File: config.mk
export PLATFORM = sky130hd
export DESIGN_NAME = ev_cmd_sequencer
export DESIGN_NICKNAME = d
export VERILOG_FILES = /design/src/rtl/ev_ctl_pkg.sv /design/src/rtl/ev_nib_mux.sv /design/src/rtl/ev_cmd_sequencer.sv
export SDC_FILE = /design/constraint.sdc
export NUM_CORES = 1
export LEC_CHECK = 0
export ABC_AREA = 0
export BUFFER_PORTS_ARGS = -buffer_cell sky130_fd_sc_hd__buf_2
export CAP_MARGIN = 20
export CORE_ASPECT_RATIO = 1.75
export CORE_MARGIN = 3
export CORE_UTILIZATION = 40
export DETAILED_ROUTE_END_ITERATION = 10
export PLACE_DENSITY = 0.67
export SYNTH_ARGS = -nofsm -noshare
export SYNTH_HDL_FRONTEND = slang
export SYNTH_HIERARCHICAL = 1
export SYNTH_SLANG_ARGS = --single-unit
File: constraint.sdc
create_clock -name clk -period 2.85 [get_ports clk]
set_input_delay 0.57 -clock clk [delete_from_list [all_inputs] [get_ports clk]]
set_output_delay 0.57 -clock clk [all_outputs]
set_load 0.01 [all_outputs]
File: src/rtl/ev_ctl_pkg.sv
// Shared definitions for the EV motor-controller command sequencer:
// op codes, response codes, FSM states and feedback pin indices.
package ev_ctl_pkg;

  localparam logic [2:0] OP_POWER     = 3'd0;
  localparam logic [2:0] OP_HEADLIGHT = 3'd1;
  localparam logic [2:0] OP_HORN      = 3'd2;
  localparam logic [2:0] OP_INDICATOR = 3'd3;
  localparam logic [2:0] OP_SPEED     = 3'd4;
  localparam logic [2:0] OP_PWM       = 3'd5;
  localparam logic [2:0] OP_MONITOR   = 3'd6;
  localparam logic [2:0] OP_STATUS    = 3'd7;
  // Parked op code: monitor has no side effects on the controller.
  localparam logic [2:0] OP_IDLE      = 3'b110;

  localparam logic [1:0] RSP_OK      = 2'b00;
  localparam logic [1:0] RSP_TIMEOUT = 2'b01;
  localparam logic [1:0] RSP_REJECT  = 2'b10;
  localparam logic [1:0] RSP_FAULT   = 2'b11;

  localparam int FB_PWR  = 0;
  localparam int FB_HL   = 1;
  localparam int FB_HORN = 2;
  localparam int FB_IND  = 3;
  localparam int FB_HOT  = 5;

  typedef enum logic [1:0] {
    ST_IDLE  = 2'd0,
    ST_DRIVE = 2'd1,
    ST_CHECK = 2'd2,
    ST_RESP  = 2'd3
  } state_e;

  // Expected controller speed: accel minus brake, clamped at zero.
  function automatic logic [3:0] sat_sub4(input logic [3:0] a, input logic [3:0] b);
    return (a > b) ? (a - b) : 4'd0;
  endfunction

endpackage

File: src/rtl/ev_nib_mux.sv
// Time-multiplexed accel/brake nibble. The phase register mirrors the
// controller's data_select toggle, so both leave reset at 0 together.
module ev_nib_mux (
  input  logic       clk,
  input  logic       rst_n,
  input  logic       en_i,
  input  logic [3:0] accel_i,
  input  logic [3:0] brake_i,
  output logic [3:0] nib_o
);

  logic phase_q;

  // Free-running phase toggle, synchronous active-low reset.
  always_ff @(posedge clk) begin
    if (!rst_n) phase_q <= 1'b0;
    else        phase_q <= ~phase_q;
  end

  // Accel on phase 0, brake on phase 1, zero when no speed command is active.
  always_comb begin
    nib_o = 4'd0;
    if (en_i) nib_o = phase_q ? brake_i : accel_i;
  end

endmodule

File: src/rtl/ev_cmd_sequencer.sv
// Command-side sequencer: accepts one command, drives the controller pins,
// confirms the effect through the status pins and returns a response code.
//
// state    | meaning
// ---------+-------------------------------------------------------------
// ST_IDLE  | pins parked on monitor op, cmd_ready high
// ST_DRIVE | latched op driven for HOLD_CYCLES cycles before checking
// ST_CHECK | feedback compared every cycle, bounded by TIMEOUT cycles
// ST_RESP  | one-cycle rsp_valid pulse, pins parked again
module ev_cmd_sequencer
  import ev_ctl_pkg::*;
#(
  parameter int unsigned HOLD_CYCLES = 4,
  parameter int unsigned TIMEOUT     = 64
) (
  input  logic       clk,
  input  logic       rst_n,
  input  logic       cmd_valid,
  output logic       cmd_ready,
  input  logic [2:0] cmd_op,
  input  logic       cmd_src,
  input  logic       cmd_on,
  input  logic [3:0] cmd_accel,
  input  logic [3:0] cmd_brake,
  output logic [7:0] ctl_ui,
  output logic [3:0] ctl_uio,
  output logic [3:0] ctl_nib,
  input  logic [7:0] fb_uo,
  input  logic [3:0] fb_speed_hi,
  output logic       rsp_valid,
  output logic [1:0] rsp_code,
  output logic       busy
);

  localparam logic [7:0] HOLD_LD = 8'(HOLD_CYCLES - 1);
  localparam logic [7:0] TO_LD   = 8'(TIMEOUT - 1);
  localparam logic [7:0] UI_IDLE = {5'b0, OP_IDLE};

  state_e     state_q;
  logic [7:0] cnt_q;
  logic [2:0] op_q;
  logic       on_q;
  logic [3:0] accel_q, brake_q, target_q;
  logic [7:0] ui_q;
  logic [3:0] uio_q;
  logic       nib_en_q;
  logic       rsp_valid_q;
  logic [1:0] rsp_code_q;

  logic [7:0] ui_d;
  logic [3:0] uio_d;
  logic       reject_d, met_d, hot_d;
  logic       unused_fb;

  assign unused_fb = ^{fb_uo[7:6], fb_uo[4]};

  // Pin image for the incoming command: selected line carries cmd_on, partner 0.
  always_comb begin
    ui_d       = 8'd0;
    uio_d      = 4'd0;
    ui_d[2:0]  = cmd_op;
    ui_d[5]    = cmd_src;
    case (cmd_op)
      OP_POWER:     begin ui_d[3]  = cmd_on & ~cmd_src; ui_d[4]  = cmd_on & cmd_src; end
      OP_HEADLIGHT: begin ui_d[6]  = cmd_on & ~cmd_src; ui_d[7]  = cmd_on & cmd_src; end
      OP_HORN:      begin uio_d[0] = cmd_on & ~cmd_src; uio_d[1] = cmd_on & cmd_src; end
      OP_INDICATOR: begin uio_d[2] = cmd_on & ~cmd_src; uio_d[3] = cmd_on & cmd_src; end
      default: ;
    endcase
  end

  // Accessory and speed ops are refused while the controller reports power off.
  assign reject_d = ~fb_uo[FB_PWR] &
                    ((cmd_op == OP_HEADLIGHT) || (cmd_op == OP_HORN) ||
                     (cmd_op == OP_INDICATOR) || (cmd_op == OP_SPEED));

  // Per-op confirmation of the latched command against the status pins.
  always_comb begin
    met_d = 1'b0;
    case (op_q)
      OP_POWER:     met_d = (fb_uo[FB_PWR]  == on_q);
      OP_HEADLIGHT: met_d = (fb_uo[FB_HL]   == on_q);
      OP_HORN:      met_d = (fb_uo[FB_HORN] == on_q);
      OP_INDICATOR: met_d = (fb_uo[FB_IND]  == on_q);
      OP_SPEED:     met_d = (fb_speed_hi == target_q);
      OP_PWM, OP_MONITOR, OP_STATUS: met_d = 1'b1;
    endcase
  end

  assign hot_d = fb_uo[FB_HOT] & ((op_q == OP_SPEED) || (op_q == OP_PWM));

  // Sequencer FSM with registered pin drive and response outputs.
  always_ff @(posedge clk) begin
    if (!rst_n) begin
      state_q     <= ST_IDLE;
      cnt_q       <= 8'd0;
      op_q        <= OP_IDLE;
      on_q        <= 1'b0;
      accel_q     <= 4'd0;
      brake_q     <= 4'd0;
      target_q    <= 4'd0;
      ui_q        <= UI_IDLE;
      uio_q       <= 4'd0;
      nib_en_q    <= 1'b0;
      rsp_valid_q <= 1'b0;
      rsp_code_q  <= RSP_OK;
    end else begin
      rsp_valid_q <= 1'b0;
      case (state_q)
        ST_IDLE: begin
          if (cmd_valid) begin
            op_q     <= cmd_op;
            on_q     <= cmd_on;
            accel_q  <= cmd_accel;
            brake_q  <= cmd_brake;
            target_q <= sat_sub4(cmd_accel, cmd_brake);
            if (reject_d) begin
              state_q     <= ST_RESP;
              rsp_valid_q <= 1'b1;
              rsp_code_q  <= RSP_REJECT;
            end else begin
              state_q  <= ST_DRIVE;
              cnt_q    <= HOLD_LD;
              ui_q     <= ui_d;
              uio_q    <= uio_d;
              nib_en_q <= (cmd_op == OP_SPEED);
            end
          end
        end
        ST_DRIVE: begin
          if (cnt_q == 8'd0) begin
            state_q <= ST_CHECK;
            cnt_q   <= TO_LD;
          end else begin
            cnt_q <= cnt_q - 8'd1;
          end
        end
        ST_CHECK: begin
          if (hot_d || met_d || (cnt_q == 8'd0)) begin
            state_q     <= ST_RESP;
            rsp_valid_q <= 1'b1;
            rsp_code_q  <= hot_d ? RSP_FAULT : (met_d ? RSP_OK : RSP_TIMEOUT);
            ui_q        <= UI_IDLE;
            uio_q       <= 4'd0;
            nib_en_q    <= 1'b0;
          end else begin
            cnt_q <= cnt_q - 8'd1;
          end
        end
        ST_RESP: state_q <= ST_IDLE;
        default: state_q <= ST_IDLE;
      endcase
    end
  end

  ev_nib_mux u_nib (
    .clk    (clk),
    .rst_n  (rst_n),
    .en_i   (nib_en_q),
    .accel_i(accel_q),
    .brake_i(brake_q),
    .nib_o  (ctl_nib)
  );

  assign cmd_ready = (state_q == ST_IDLE);
  assign busy      = (state_q != ST_IDLE);
  assign ctl_ui    = ui_q;
  assign ctl_uio   = uio_q;
  assign rsp_valid = rsp_valid_q;
  assign rsp_code  = rsp_code_q;

endmodule

==> impl_metrics.ini <==
[pwr]
leakagePower_nw = 1.18
p_total_mw = 2.41
power_density_nw_per_um2 = 867
peakVddDrop_mv = 0.379

[drt]
via_count = 2185
vias_per_cell = 5.25
routed_wl_mm = 5.79
drt_iter0_markers = 92
drtPass1Iterations = 4
postRouteAntennaNets = 0
drc_errors = 0
wl_per_cell_microns = 13.9

[timing]
hold_viol_final = 0
fmax_mhz = 432
setup_ws_ps = 535
slew_viol_final = 0
fin_skew_ps = 12.2
rsz0062_at_grt = no
fin_tns_setup_ps = 0
setup_violations = 0
timing.max_slew.rel_slack_pct = 59.9
finalCritPeriodShare_pct = 81.2
worstMarginPinSlew_ps = 597
fin_crit_ps = 2310

[die]
die_h_microns = 107
core_sq_um = 5630
start_util_pct = 41.7
ios = 49
rows = 36
die_w_microns = 63.9
die-area_sq_um = 6860

[synth]
synth_area_sq_um = 2350
avgSynthCellArea_sq_um = 8.03
syn-num-nets = 330
synth_ff_type = dfxtp_1
synth_top_area_share_pct = 36.7
ys_seq_elements = 43
synthCells = 292
synthArstFlopShare_pct = 0
synth-edff-count = 0
synth_area_leaders = dfxtp_1 37%, nand2_1 6.9%, a21oi_1 6.2%, ha_1 4.8%, nand3_1 3.8%
ys_warn_count = 6
ys_seq_area_share_pct = 36.7
ys_top_cells_by_count = 43 x dfxtp_1, 43 x nand2_1, 29 x a21oi_1
synth_top_area_cell = dfxtp_1
yosysUniqueCellTypes = 55

[global_route]
grt_use_met2_pct = 34.2
grt_pass1_wl_mm = 9.96
antenna_found_initial = 0
grt_pass1_vias = 2179
grt_start_max_net_pins = 26
gr-max-usage-layer = met2
use_met3_pct = 3.45
gr-usage-met1_pct = 19.3
grtUsageTotal_pct = 18.3
overflow = 0

[place]
hpwl_mm = 4.42
gp_congestion = 0.870
pre_cts_slack_ps = 114
io_buffers = 45
dpl_cell_area_sq_um = 2660

[cts]
cts_root_buf = clkbuf_8
clock_path_buffers = 2
cts_setup_buffers = 0
postCtsHoldBufs = 0
worstSkewPairLatency_ps = 310
cts_made_buffers = 5
cts_resized = 0
clkSlewWorstSetupHoldPaths_ps = 100
cts_tree = done
htreeDepth = 2
clock-sinks = 43

[critical_path]
cp_data_required_time_ps = 3040
critPathCaptureType = flop
worst-endpoint-arrival_ps = 2500
startpoint_type = flop
worst-setup-path-type = flop to flop
crit_fanout = 16

[final_layout]
final_util_pct = 49.4
num_antenna_cells = 0
syn2layout_area_growth_pct = 18.6
layout.nets = 377
fin_area_sq_um = 2780
post_route_cells_drive_above_1_share_pct = 22.4

[flow_run]
drv_cap = 0

[min_path]
min_path_type = flop to flop

[status]
outcome = finished, final reports clean
[layer usage]
layer	vias up	routed length [microns]
met3	13	214
li1	1117	-
met2	42	3180
met4	0	177
met1	1013	2210
met5	-	0
[cells by family after synthesis]
group                    count (synthesis)  share of synthesized area, %
AND/OR/NAND/NOR                        118                          25.7
AO/OA/AOI/OAI                           74                          19.8
flip-flops                              43                          36.7
buffers and inverters                   32                          6.08
adder cells (fa/ha/maj)                 10                          5.65
multiplexers                             9                          3.89
XOR/XNOR                                 6                          2.24
[critical path, stage by stage, from the launching register on]
cell and delay, ps:
dfxtp_1 340, inv_1 80, ha_1 230, or4b_1 570
nor4_4 370, o31ai_2 100, buf_4 210, buf_4 170
nand2_1 60, a21oi_1 60
[registers in the layout, summed over array words and instances, names as in the netlist, 3 cells and up]
register	count
cnt_q	8
ctl_ui	8
accel_q	4
brake_q	4
ctl_uio	4
target_q	4
op_q	3
[cell type report]
type                       instances  area, sq um
fill                             589         2850
multi-input combinational        217         1340
sequential                        43          861
timing repair buffer              56          308
tap                               76         95.1
clock buffer                       5         68.8
inverter                          16         60.1
clock inverter                     3         47.5
[report_power, final]
part,internal (mW),switching [mW],leakage (nW)
registers,0.718,0.106,0.351
logic,0.433,0.655,0.769
clock network,0.266,0.234,0.0587
total,1.42,0.996,1.18
[metrics by stage]
step / hold slack (ps) / std cells
floorplan: 436 / 292
global placement: 443 / 407
detailed placement: 446 / 407
CTS: 459 / 415
global route: 476 / 416
finish: 456 / 416
[final timing paths]
| kind | to | start | slack [ps] | cells past startpoint |
|---|---|---|---|---|
| worst max-delay path | ctl_ui[5] | cnt_q[0] | 540 | 9 |
| worst max register to register | ctl_ui[5] | cnt_q[0] | 540 | 9 |
| worst min-delay path | ctl_uio[1] | ctl_uio[1] | 460 | 2 |
| worst min register to register | ctl_uio[1] | ctl_uio[1] | 460 | 2 |
[cells in the final DEF, fill, tap and decap left out, types with 4 or more instances in the layout]
master    count
buf_2        45
nand2_1      43
dfxtp_1      43
a21oi_1      29
nor2_1       20
nand3_1      18
inv_1        15
o21ai_1      11
buf_4        11
ha_1          9
nor2b_1       8
mux2i_1       8
o21ai_0       7
xnor2_1       5
nor3_1        5
clkbuf_8      5
nand4_1       4
a211oi_1      4
a22oi_1       4
(Power assumes the default switching activity.)
